--- src/rtl/path_pkg.sv ---
// Shared constants and state encoding for the path tracer.
// The node ID width is shared with the dijkstra planner's prev table.
package path_pkg;

  localparam int N_NODES = 64;
  localparam int NODE_W  = 8;
  localparam int MAX_LEN = 64;

  typedef enum logic [2:0] {
    ST_IDLE,
    ST_PUSH,
    ST_FETCH,
    ST_WAIT,
    ST_EMIT,
    ST_FIN
  } tracer_state_t;

endpackage

--- src/rtl/path_lifo.sv ---
// Hop stack: synchronous push/pop with synchronous clear.
// A push when full and a pop when empty are ignored. A push takes priority over a pop.
module path_lifo
  import path_pkg::*;
#(
  parameter int DEPTH = MAX_LEN,
  parameter int WIDTH = NODE_W,
  localparam int CNT_W = $clog2(DEPTH + 1),
  localparam int IDX_W = $clog2(DEPTH)
) (
  input  logic             clk,
  input  logic             rst,
  input  logic             i_clr,
  input  logic             i_push,
  input  logic             i_pop,
  input  logic [WIDTH-1:0] i_data,
  output logic [WIDTH-1:0] o_top,
  output logic [CNT_W-1:0] o_count,
  output logic             o_full,
  output logic             o_empty
);

  logic [WIDTH-1:0] r_mem [DEPTH];
  logic [CNT_W-1:0] r_count;
  logic [IDX_W-1:0] w_wr_idx;
  logic [IDX_W-1:0] w_top_idx;
  logic             w_do_push;
  logic             w_do_pop;

  assign w_do_push = i_push && !o_full && !i_clr;
  assign w_do_pop  = i_pop && !o_empty && !i_clr && !i_push;
  assign w_wr_idx  = IDX_W'(r_count);
  assign w_top_idx = IDX_W'(r_count - 1'b1);

  always_ff @(posedge clk) begin
    if (rst || i_clr) begin
      r_count <= '0;
    end else if (w_do_push) begin
      r_count <= r_count + 1'b1;
    end else if (w_do_pop) begin
      r_count <= r_count - 1'b1;
    end
  end

  // NOTE: storage has no reset; the count alone defines which entries are live.
  always_ff @(posedge clk) begin
    if (w_do_push) begin
      r_mem[w_wr_idx] <= i_data;
    end
  end

  assign o_full  = (r_count == CNT_W'(DEPTH));
  assign o_empty = (r_count == '0);
  assign o_count = r_count;
  assign o_top   = o_empty ? '0 : r_mem[w_top_idx];

endmodule

--- src/rtl/path_tracer.sv ---
// Walks the planner's predecessor table from goal back to source, then streams
// the buffered waypoints source-first over a valid/ready interface.
module path_tracer
  import path_pkg::*;
(
  input  logic              clk,
  input  logic              rst,
  input  logic              i_start,
  input  logic [NODE_W-1:0] i_src_node,
  input  logic [NODE_W-1:0] i_goal_node,
  output logic [NODE_W-1:0] o_prev_addr,
  output logic              o_prev_rd,
  input  logic [NODE_W-1:0] i_prev_data,
  output logic              o_wp_valid,
  input  logic              i_wp_ready,
  output logic [NODE_W-1:0] o_wp_node,
  output logic              o_wp_last,
  output logic              o_busy,
  output logic              o_done,
  output logic              o_error
);

  localparam int CNT_W = $clog2(MAX_LEN + 1);
  localparam logic [NODE_W:0] NODE_LIM = (NODE_W + 1)'(N_NODES);

  function automatic logic node_ok(input logic [NODE_W-1:0] n);
    return {1'b0, n} < NODE_LIM;
  endfunction

  tracer_state_t     r_state, w_state_nxt;
  logic [NODE_W-1:0] r_cur, w_cur_nxt;
  logic [NODE_W-1:0] r_src, w_src_nxt;
  logic              r_error, w_error_nxt;

  logic              w_push, w_pop, w_clr;
  logic [NODE_W-1:0] w_lifo_top;
  logic [CNT_W-1:0]  w_lifo_count;
  logic              w_lifo_full, w_lifo_empty;

  path_lifo #(.DEPTH(MAX_LEN), .WIDTH(NODE_W)) u_lifo (
    .clk     (clk),
    .rst     (rst),
    .i_clr   (w_clr),
    .i_push  (w_push),
    .i_pop   (w_pop),
    .i_data  (r_cur),
    .o_top   (w_lifo_top),
    .o_count (w_lifo_count),
    .o_full  (w_lifo_full),
    .o_empty (w_lifo_empty)
  );

  always_ff @(posedge clk) begin
    if (rst) begin
      r_state <= ST_IDLE;
      r_cur   <= '0;
      r_src   <= '0;
      r_error <= 1'b0;
    end else begin
      r_state <= w_state_nxt;
      r_cur   <= w_cur_nxt;
      r_src   <= w_src_nxt;
      r_error <= w_error_nxt;
    end
  end

  // NOTE: every output of this block is given a default first so no latch is inferred.
  always_comb begin
    w_state_nxt = r_state;
    w_cur_nxt   = r_cur;
    w_src_nxt   = r_src;
    w_error_nxt = r_error;
    w_push      = 1'b0;
    w_pop       = 1'b0;
    w_clr       = 1'b0;
    o_prev_rd   = 1'b0;
    o_wp_valid  = 1'b0;
    o_wp_node   = '0;
    o_wp_last   = 1'b0;
    o_done      = 1'b0;

    unique case (r_state)
      ST_IDLE: begin
        if (i_start) begin
          w_src_nxt = i_src_node;
          w_cur_nxt = i_goal_node;
          w_clr     = 1'b1;
          if (!node_ok(i_src_node) || !node_ok(i_goal_node)) begin
            w_error_nxt = 1'b1;
            w_state_nxt = ST_FIN;
          end else begin
            w_error_nxt = 1'b0;
            w_state_nxt = ST_PUSH;
          end
        end
      end
      ST_PUSH: begin
        w_push = !w_lifo_full;
        if (r_cur == r_src) begin
          w_state_nxt = ST_EMIT;
        end else if (w_lifo_count == CNT_W'(MAX_LEN - 1)) begin
          // This push fills the stack without reaching the source: loop or overlong path.
          w_error_nxt = 1'b1;
          w_state_nxt = ST_FIN;
        end else begin
          w_state_nxt = ST_FETCH;
        end
      end
      ST_FETCH: begin
        o_prev_rd   = 1'b1;
        w_state_nxt = ST_WAIT;
      end
      ST_WAIT: begin
        // A self-predecessor is the planner's marker for an unreachable node.
        if (!node_ok(i_prev_data) || (i_prev_data == r_cur)) begin
          w_error_nxt = 1'b1;
          w_state_nxt = ST_FIN;
        end else begin
          w_cur_nxt   = i_prev_data;
          w_state_nxt = ST_PUSH;
        end
      end
      ST_EMIT: begin
        o_wp_valid = !w_lifo_empty;
        o_wp_node  = w_lifo_top;
        o_wp_last  = (w_lifo_count == CNT_W'(1));
        if (o_wp_valid && i_wp_ready) begin
          w_pop = 1'b1;
          if (o_wp_last) begin
            w_state_nxt = ST_FIN;
          end
        end
      end
      ST_FIN: begin
        o_done      = 1'b1;
        w_state_nxt = ST_IDLE;
      end
      default: w_state_nxt = ST_IDLE;
    endcase
  end

  assign o_prev_addr = r_cur;
  assign o_busy      = (r_state != ST_IDLE);
  assign o_error     = r_error;

endmodule

--- config.mk ---
export PLATFORM = sky130hd
export DESIGN_NAME = path_tracer
export DESIGN_NICKNAME = d
export VERILOG_FILES = /design/src/rtl/path_pkg.sv /design/src/rtl/path_lifo.sv /design/src/rtl/path_tracer.sv
export SDC_FILE = /design/constraint.sdc
export NUM_CORES = 1
export LEC_CHECK = 0
export ABC_CLOCK_PERIOD_IN_PS = 4500
export BUFFER_PORTS_ARGS = -buffer_cell sky130_fd_sc_hd__buf_2
export CORE_MARGIN = 4
export CORE_UTILIZATION = 42
export DETAILED_ROUTE_END_ITERATION = 8
export PLACE_DENSITY = 0.55
export SLEW_MARGIN = 20
export SYNTH_ARGS = -nofsm -noshare
export SYNTH_HDL_FRONTEND = slang
export SYNTH_SLANG_ARGS = --single-unit
--- constraint.sdc ---
create_clock -name clk -period 4.5 [get_ports clk]
set_clock_uncertainty 0.15 [all_clocks]
set_input_delay 0.9 -clock clk [delete_from_list [all_inputs] [get_ports clk]]
set_output_delay 0.9 -clock clk [all_outputs]
set_load 0.005 [all_outputs]
==> run summary, run 1 <==
PortBufs: 49
hold-critical path depth: 2
period utilization: 96.31%
Synth area leaders: edfxtp_1 (70%), mux4_2 (6.4%), mux2i_1 (3.3%), nand2_1 (3.1%), dfxtp_1 (2.5%)
Initial DRC Count: 1099
num ports: 50
starting density of the core: 42.44%
Net Switching: 4752 uW
worst slew pin tran: 1.005 ns
asr flop ratio synth: 0%
die area: 0.05565 mm^2
Die Wd: 235.9 um
clock sinks: 539
Global Route Usage Sum: 19.95%
Core Area: 0.05141 mm^2
largest net degree at the start of global routing: 50
f_max: 230.7 MHz
switch share: 31.25%
Int Pwr: 10460 uW
cell with the most instances after synthesis: edfxtp_1
min cycle time layout: 4.334 ns
DR DRC count: 0
Mapped Avg Cell Area: 16.23 um^2
RSZ-0062 raised after global routing: false
Post-synth top cells: edfxtp_1 (512), nand2_1 (183), nor2_1 (99)
Comb pwr share: 27.9%
Layout area overhead: 16.12%
predominant post-synthesis flop cell: edfxtp_1
Diodes inserted: 0
Max-slew headroom: 32.74%
CP max FO: 31
number of synthesized flops with an enable pin: 512
Mapped Cells: 1344
CP bufs+invs: 4
hold path endpoint: r_src[4]$_SDFFE_PP0P_
Post-Route Utilization: 49.28%
R2R Setup Slk: 1.06 ns
dpl ws: 0.1972 ns
GR peak layer: met2
Crit-path slowest cell: nor4_2
Fillers: 4364
Final Net Count: 1495
Multi-input gate area: 0.005592 mm^2
r2r startpoint: r_state[0]$_SDFFE_PP0P_
# rows: 83
clock share of power: 30.0%
GRT met2 Usage: 31.11%
total CTS buffers: 56
gr ovfl total: 0
initial antenna violation count: 1
total wire length: 56.54 mm
Cell Area, Synth: 0.02181 mm^2
Syn Nets: 1375
grt met3 use: 4.431%
Yosys warning count: 0
dominant cell type by area after synthesis: edfxtp_1
clock-pin slew on the worst setup and hold paths: 0.06 ns
Max Cap Viol: 0
HP Class: reg -> reg
sequential share of power: 42.0%
first-pass GRT wire length: 82.88 mm
number of global-route vias before repair: 12390
post-synth top area share: 70.48%
DP HPWL: 35.58 mm
DR vias: 12300
Setup WS post-layout: 0.1659 ns
kind of end point of the critical path: primary output
routed wire length per instance: 25.79 um
register bit total from synthesis: 539
worst-skew pair later-pin latency: 0.60 ns
Root Buffer: clkbuf_16
GPL Wtd Cong: 0.8556
slowest stage delay, CP: 0.36 ns
CTS Buffer Depth: 3
Yosys cell types: 61
layout cells sized above 1: 21.43%
VDD IR max: 0.3356 mV
PwrDens: 600.3 mW/mm^2
Hold Path Origin: r_src[4]$_SDFFE_PP0P_
Slew Limit Fails: 0
Setup CP Type: reg -> out
storage element area: 0.01593 mm^2
Worst Path Arrival: 3.28 ns
RR Endpoint: u_lifo.r_mem[10][4]$_DFFE_PP_
Die Y: 235.9 um
Hold Vio Cnt, Final: 0
Pleak: 0.008776 uW
crit path cell chain: inv_1 -> ha_4 -> xor2_4 -> buf_12 -> bufbuf_16 -> mux2i_1 -> o22ai_1 -> nor4_2 -> nor2_1 -> a211o_1 -> buf_2
htree depth: 2
DRT antenna net count: 0
vias per inst: 5.612
r2r worst-path depth: 5
post-synthesis sequential area ratio: 72.96%
DRT Pass-1 Iters: 5
status: completed
Crit path max-delay family: buffers and inverters
TritonCTS clock tree: done
Finish-stage setup viols: 0
met1 Use GR: 28.38%
startpoint types: register
# hold bufs at CTS: 0
Req. time, crit path: 3.45 ns
-- worst min-delay path, stage by stage (launching register included) --
cell	delay, ns
dfxtp_1	0.31
nand2_1	0.05
a21oi_1	0.05
-- area by class of cell --
| class | count | share of cell area (%) |
|---|---|---|
| flip-flops and latches | 539 | 62.89 |
| multi-input cells | 725 | 22.07 |
| clock buffers | 71 | 5.878 |
| repair buffers | 135 | 4.411 |
| well taps | 680 | 3.359 |
| clock inverters | 35 | 1.279 |
| inverters | 7 | 0.1037 |
-- sequential cells by signal (all words and copies together), names as in the netlist --
register / count
o_error: 1
r_src: 8
u_lifo.o_count: 7
o_prev_addr: 8
u_lifo.r_mem: 512
r_state: 3
-- cell families after synthesis --
| group | after synthesis | synth area share (%) |
|---|---|---|
| adder cells (fa/ha/maj) | 3 | 0.1721 |
| buffers and inverters | 80 | 1.990 |
| flip-flops | 539 | 72.96 |
| AO/OA/AOI/OAI | 179 | 5.145 |
| AND/OR/NAND/NOR | 374 | 7.531 |
| multiplexers | 147 | 11.20 |
| XOR/XNOR | 22 | 1.004 |
-- cells in the final DEF (no fill, tap or decap), types with 13 or more instances in the layout --
cell type,count
mux4_2,62
clkbuf_16,60
clkinv_1,13
buf_2,49
edfxtp_1,512
a211oi_1,17
dfxtp_1,16
nor4_1,21
mux2i_1,71
nor2_1,98
o22ai_1,30
a21oi_1,85
buf_4,71
nand2_1,182
clkbuf_1,13
-- power by group through the flow --
stage                     logic (uW)  clock network, uW  registers (uW)
after detailed placement        3880                  0            6510
final                           4250               4570            6390
after global placement          3860                  0            6510
after floorplan                 2450                  0            6440
after CTS                       4040               4680            6410
after global routing            4540               4890            6420
-- through the flow --
stage / cells / cell area, um^2 / setup TNS [ns] / hold WS, ns / power [uW]
after floorplan: 1344 / 21810 / 0 / 0.2978 / 8890
after global placement: 2068 / 23140 / 0 / 0.3066 / 10370
after detailed placement: 2068 / 23140 / 0 / 0.3098 / 10400
after CTS: 2177 / 25090 / -0.007370 / 0.3178 / 15130
after global routing: 2192 / 25330 / 0 / 0.3394 / 15850
final: 2192 / 25330 / 0 / 0.3161 / 15210
-- metal layers --
metal / routed length, um / share of wire (%) / vias to the layer above
met1: 25090 / 44 / 6373
met3: 3664 / 6.5 / 82
met2: 26450 / 47 / 361
met5: 13 / 0.023 / -
met4: 1319 / 2.3 / 2
li1: - / - / 5484
-- how the worst max path moves through the flow --
stage                                        start            to  slack (ns)  cells after the start
finish              u_lifo.o_count[1]$_SDFFE_PP0P_  o_wp_node[5]        0.17                     11
global route        u_lifo.o_count[1]$_SDFFE_PP0P_  o_wp_node[5]        0.03                     11
CTS                 u_lifo.o_count[0]$_SDFFE_PP0P_  o_wp_node[5]      -0.006                      8
detailed placement  u_lifo.o_count[2]$_SDFFE_PP0P_  o_wp_node[2]        0.20                      8
global placement    u_lifo.o_count[2]$_SDFFE_PP0P_  o_wp_node[2]        0.24                      8
floorplan           u_lifo.o_count[1]$_SDFFE_PP0P_  o_wp_node[6]        0.91                     10
-- what timing repair did --
action,CTS,global route
setup buffers,1,12
endpoints found under the setup margin,7,8
resized for setup,13,11
pin swaps,3,1
gates cloned,2,3
(Power assumes the default switching activity.)
==> run 2, diff against run 1 <==
==> constraint.sdc (replaced) <==
create_clock -name clk -period 4.5 [get_ports clk]
set_clock_uncertainty 0.15 [all_clocks]
set_input_delay 0.9 -clock clk [delete_from_list [all_inputs] [get_ports clk]]
set_output_delay 0.9 -clock clk [all_outputs]
set_load 0.02 [all_outputs]
==> run summary, run 2 (synthesized netlist as in run 1, its figures left out) <==
status: completed
number of global-route vias before repair: 12240 (-1.3%)
Final Cell Area: 0.02526 mm^2 (-0.29%)
vias per inst: 5.645 (+0.58%)
Layout area overhead: 15.78%
kind of end point of the critical path: primary output
largest net degree at the start of global routing: 84 (+68%)
most frequent cells in the layout: edfxtp_1 (512), nand2_1 (183), nor2_1 (99)
crit path cell chain: inv_2 -> ha_4 -> xor2_4 -> buf_12 -> clkbuf_16 -> mux2i_1 -> o22ai_1 -> nor4_1 -> nor2_1 -> a211o_1 -> buf_2
Finish-stage setup viols: 0 (unchanged)
# hold bufs at CTS: 0 (unchanged)
Fillers: 4355 (-0.21%)
worst-skew pair later-pin latency: 0.60 ns (about the same)
Core Area: 0.05141 mm^2 (unchanged)
period utilization: 99.31% (+3.0 points)
GPL Wtd Cong: 0.8307 (-2.9%)
PwrDens: 600.2 mW/mm^2 (about the same)
num ports: 50 (unchanged)
Post-Route Utilization: 49.13% (-0.14 points)
routed wire length per instance: 26.12 um (+1.3%)
CTS Buffer Depth: 3 (unchanged)
commonest non-fill, non-tap cell in the layout: edfxtp_1
Multi-input gate area: 0.005704 mm^2 (+2.0%)
DP HPWL: 34.92 mm (-1.9%)
Die Wd: 235.9 um (unchanged)
Hold Vio Cnt, Final: 0 (unchanged)
starting density of the core: 42.44% (unchanged)
total CTS buffers: 56 (unchanged)
initial antenna violation count: 0 (-1)
htree depth: 2 (unchanged)
RSZ-0062 raised after global routing: true
Top reg by flops: u_lifo.r_mem
r2r worst-path depth: 4 (-1)
die area: 0.05565 mm^2 (unchanged)
TritonCTS clock tree: done
DRT antenna net count: 0 (unchanged)
Non-Filler Instances: 2178 (-0.64%)
PortBufs: 49 (unchanged)
Diodes inserted: 0 (unchanged)
first-pass GRT wire length: 82.62 mm (-0.32%)
layout cells sized above 1: 21.96% (+0.53 points)
Crit. path cell count: 11 (unchanged)
Setup WS post-layout: 0.03108 ns (-0.1348 ns)
hold-critical path depth: 2 (unchanged)
worst slew pin tran: 1.103 ns (+0.09740 ns)
setup TNS: 0 ns (unchanged)
clock sinks: 539 (unchanged)
Pleak: 0.008602 uW (-2.0%)
CP max FO: 15 (-52%)
startpoint types: register
Final Net Count: 1484 (-0.74%)
Max Cap Viol: 0 (unchanged)
Max-slew headroom: 26.22% (-6.5 points)
clock-pin slew on the worst setup and hold paths: 0.06 ns (about the same)
Root Buffer: clkbuf_16
DR vias: 12290 (-0.065%)
Cells after DPL: 2054 (-0.68%)
dpl ws: 0.2726 ns (+0.07546 ns)
Setup CP Type: reg -> out
DRT Pass-1 Iters: 5 (unchanged)
max FFs per register: 512 (unchanged)
Global Route Usage Sum: 19.88% (-0.071 points)
Slew Limit Fails: 0 (unchanged)
Req. time, crit path: 3.45 ns (about the same)
Crit-path slowest cell: dfxtp_4
Die Y: 235.9 um (unchanged)
total wire length: 56.89 mm (+0.62%)
CP bufs+invs: 4 (unchanged)
slowest stage delay, CP: 0.39 ns (+0.03 ns)
Worst Path Arrival: 3.42 ns (+0.14 ns)
f_max: 223.8 MHz (-3.0%)
DR DRC count: 0 (unchanged)
storage element area: 0.01593 mm^2 (about the same)
# rows: 83 (unchanged)
min cycle time layout: 4.469 ns (+0.1348 ns)
gr ovfl total: 0 (unchanged)
HP Class: reg -> reg
VDD IR max: 0.4134 mV (+23%)
Crit path max-delay family: buffers and inverters
Initial DRC Count: 1291 (+17%)
placed cell areas: 0.02300 mm^2 (-0.62%)
[run 2: changes by cell type in the layout (fill, tap and decap cells not counted), moves of 4 or more]
cell	before	now
a211oi_1	17	12
buf_6	1	5
a211oi_2	1	6
buf_4	71	58
mux2i_2	1	16
mux2i_1	71	56
[run 2: area by class of cell]
class / count / share of cell area (%)
multi-input combinational: 725 / 22.58
inverter: 7 / 0.1040
tap: 680 / 3.369
clock inverter: 35 / 1.045
clock buffer: 68 / 5.811
timing repair buffer: 124 / 4.017
sequential: 539 / 63.07
[run 2: through the flow]
step	total power (uW)	hold WS [ns]
after CTS	15020	0.3181
after floorplan	8954	0.2978
after detailed placement	10360	0.3108
after global placement	10340	0.3063
after global routing	15750	0.3357
final	15160	0.3158
[run 2: worst paths after layout]
check,start,to,slack [ns]
worst max register to register,r_state[0]$_SDFFE_PP0P_,u_lifo.r_mem[31][4]$_DFFE_PP_,1.08
worst min register to register,r_src[5]$_SDFFE_PP0P_,r_src[5]$_SDFFE_PP0P_,0.32
worst max-delay path,u_lifo.o_count[0]$_SDFFE_PP0P_,o_wp_node[3],0.03
worst min-delay path,r_src[5]$_SDFFE_PP0P_,r_src[5]$_SDFFE_PP0P_,0.32
[run 2: timing repair]
| item | in CTS | in global routing |
|---|---|---|
| setup endpoints to repair | 8 | 7 |
| resized for setup | 27 | 26 |
| pin swaps | 2 | 3 |
| gates cloned | 2 | 3 |
| setup buffers | 12 | 4 |
[run 2: metal layers]
layer  part of all wire (%)  global-route usage (%)  vias to the layer above
li1                       -                       -                     5463
met1                     44                   28.44                     6332
met2                     47                   31.41                      417
met3                    6.4                   4.127                       82
met4                    2.1                   5.214                        0
met5                      0                       0                        -
[run 2: power breakdown]
part	total (uW)	switching, uW	internal [uW]
Sequential	6350	313	6040
Combinational	4370	2670	1700
Clock	4430	1900	2530
[run 2: worst min-delay path: stages (launching register included)]
cell     delay, ns
dfxtp_1       0.31
nand2_1       0.05
a21oi_1       0.05
==> run 3, diff against run 2 <==
--- a/config.mk
+++ b/config.mk
@@ -11,6 +11,7 @@
 export CORE_UTILIZATION = 42
 export DETAILED_ROUTE_END_ITERATION = 8
 export PLACE_DENSITY = 0.55
+export SETUP_SLACK_MARGIN = 0.15
 export SLEW_MARGIN = 20
 export SYNTH_ARGS = -nofsm -noshare
 export SYNTH_HDL_FRONTEND = slang
==> run summary, run 3 (synthesized netlist as in run 1, its figures left out) <==
PwrDens: 606.1 mW/mm^2 (+0.98%)
worst slew pin tran: 1.123 ns (+0.02029 ns)
# hold bufs at CTS: 0 (unchanged)
Max Cap Viol: 0 (unchanged)
Fillers: 4317 (-0.87%)
Layout area overhead: 17.53%
htree depth: 2 (unchanged)
Pleak: 0.008694 uW (+1.1%)
commonest non-fill, non-tap cell in the layout: edfxtp_1
dpl ws: 0.2726 ns (unchanged)
VDD IR max: 0.4162 mV (+0.67%)
f_max: 231.3 MHz (+3.4%)
Setup CP Type: reg -> out
max FFs per register: 512 (unchanged)
CP max FO: 8 (-7)
Max-slew headroom: 24.87% (-1.4 points)
clock-pin slew on the worst setup and hold paths: 0.06 ns (about the same)
num ports: 50 (unchanged)
Top reg by flops: u_lifo.r_mem
kind of end point of the critical path: primary output
DR vias: 12410 (+0.90%)
DRT antenna net count: 0 (unchanged)
layout cells sized above 1: 23.71% (+1.7 points)
Hold WS: 0.3158 ns (-0.00001200 ns)
Final Net Count: 1496 (+0.81%)
total CTS buffers: 56 (unchanged)
die area: 0.05565 mm^2 (unchanged)
worst-skew pair later-pin latency: 0.60 ns (about the same)
GPL Wtd Cong: 0.8307 (unchanged)
min cycle time layout: 4.323 ns (-0.1462 ns)
initial antenna violation count: 0 (unchanged)
startpoint types: register
most frequent cells in the layout: edfxtp_1 (512), nand2_1 (182), nor2_1 (99)
DR DRC count: 0 (unchanged)
Worst Path Arrival: 3.27 ns (-0.15 ns)
status: completed
HP Class: reg -> reg
Hold Vio Cnt, Final: 0 (unchanged)
CTS Buffer Depth: 3 (unchanged)
number of global-route vias before repair: 12450 (+1.7%)
gr ovfl total: 0 (unchanged)
Core Area: 0.05141 mm^2 (unchanged)
period utilization: 96.06% (-3.2 points)
vias per inst: 5.664 (+0.35%)
total wire length: 57.92 mm (+1.8%)
Slew Limit Fails: 0 (unchanged)
Initial DRC Count: 1262 (-2.2%)
Req. time, crit path: 3.45 ns (about the same)
Root Buffer: clkbuf_16
setup TNS: 0 ns (unchanged)
routed wire length per instance: 26.45 um (+1.3%)
first-pass GRT wire length: 83.93 mm (+1.6%)
Global Route Usage Sum: 20.23% (+0.35 points)
Setup WS post-layout: 0.1773 ns (+0.1462 ns)
DRT Pass-1 Iters: 5 (unchanged)
Cells after DPL: 2054 (unchanged)
Die Wd: 235.9 um (unchanged)
largest net degree at the start of global routing: 84 (unchanged)
TritonCTS clock tree: done
starting density of the core: 42.44% (unchanged)
clock sinks: 539 (unchanged)
Non-Filler Instances: 2190 (+0.55%)
DP HPWL: 34.92 mm (unchanged)
Multi-input gate area: 0.005852 mm^2 (+2.6%)
PortBufs: 49 (unchanged)
storage element area: 0.01593 mm^2 (about the same)
RSZ-0062 raised after global routing: true
Finish-stage setup viols: 0 (unchanged)
Diodes inserted: 0 (unchanged)
# rows: 83 (unchanged)
Die Y: 235.9 um (unchanged)
==> run 3: cell types whose count changed in the layout (fill, tap and decap cells not counted), moves of 2 or more <==
| cell | before | now |
|---|---|---|
| mux2i_1 | 56 | 46 |
| mux2i_4 | 0 | 9 |
| buf_12 | 5 | 9 |
| buf_4 | 58 | 62 |
| buf_16 | 2 | 4 |
| bufbuf_16 | 1 | 3 |
==> run 3: stage by stage <==
step,power (uW),utilization [%],area [um^2]
2_1_floorplan,8954,-,21810
3_3_place_gp,10340,44.73,23000
3_5_place_dp,10360,44.73,23000
4_1_cts,15430,49.47,25430
5_1_grt,16140,49.88,25640
6_report,15540,49.88,25640
==> run 3: critical path, cell delays in order (launching register included) <==
cell     delay, ns
dfxtp_4       0.37
inv_4         0.09
ha_4          0.18
xor2_4        0.17
buf_4         0.26
buf_12        0.19
mux2i_1       0.34
o22ai_1       0.15
nor4_1        0.29
nor2_1        0.11
a211o_1       0.33
buf_2         0.17
==> run 3: cell type report <==
| cell class | count | area share (%) |
|---|---|---|
| inverter | 7 | 0.1122 |
| tap | 680 | 3.318 |
| multi-input combinational | 725 | 22.82 |
| clock inverter | 35 | 1.030 |
| sequential | 539 | 62.14 |
| timing repair buffer | 136 | 4.856 |
| clock buffer | 68 | 5.724 |
==> run 3: path summary, 6_finish.rpt <==
| check | startpoint | endpoint | slack (ns) | cells after the start |
|---|---|---|---|---|
| min | r_src[5]$_SDFFE_PP0P_ | r_src[5]$_SDFFE_PP0P_ | 0.32 | 2 |
| max | u_lifo.o_count[0]$_SDFFE_PP0P_ | o_wp_node[3] | 0.18 | 11 |
| min reg2reg | r_src[5]$_SDFFE_PP0P_ | r_src[5]$_SDFFE_PP0P_ | 0.32 | 2 |
| max reg2reg | r_state[0]$_SDFFE_PP0P_ | u_lifo.r_mem[9][7]$_DFFE_PP_ | 1.09 | 5 |
==> run 3: power by group <==
part	internal (uW)	switching, uW
clock network	2530	1890
logic	1960	2800
registers	6040	310
total	10500	5000
==> run 3: routing by layer <==
metal	part of all wire [%]	GRT usage, %	wire, um	vias to the layer above
li1	-	-	-	5487
met1	43	28.87	25190	6394
met2	47	31.92	27500	438
met3	6.6	4.022	3850	86
met4	2.4	5.802	1380	0
met5	0	0	0	-
==> run 3: what timing repair did <==
item                       CTS  global route
gates cloned                 5             3
pin swaps                    9             2
setup endpoints to repair    8             8
gates resized for setup     69            16
buffers inserted            22             3
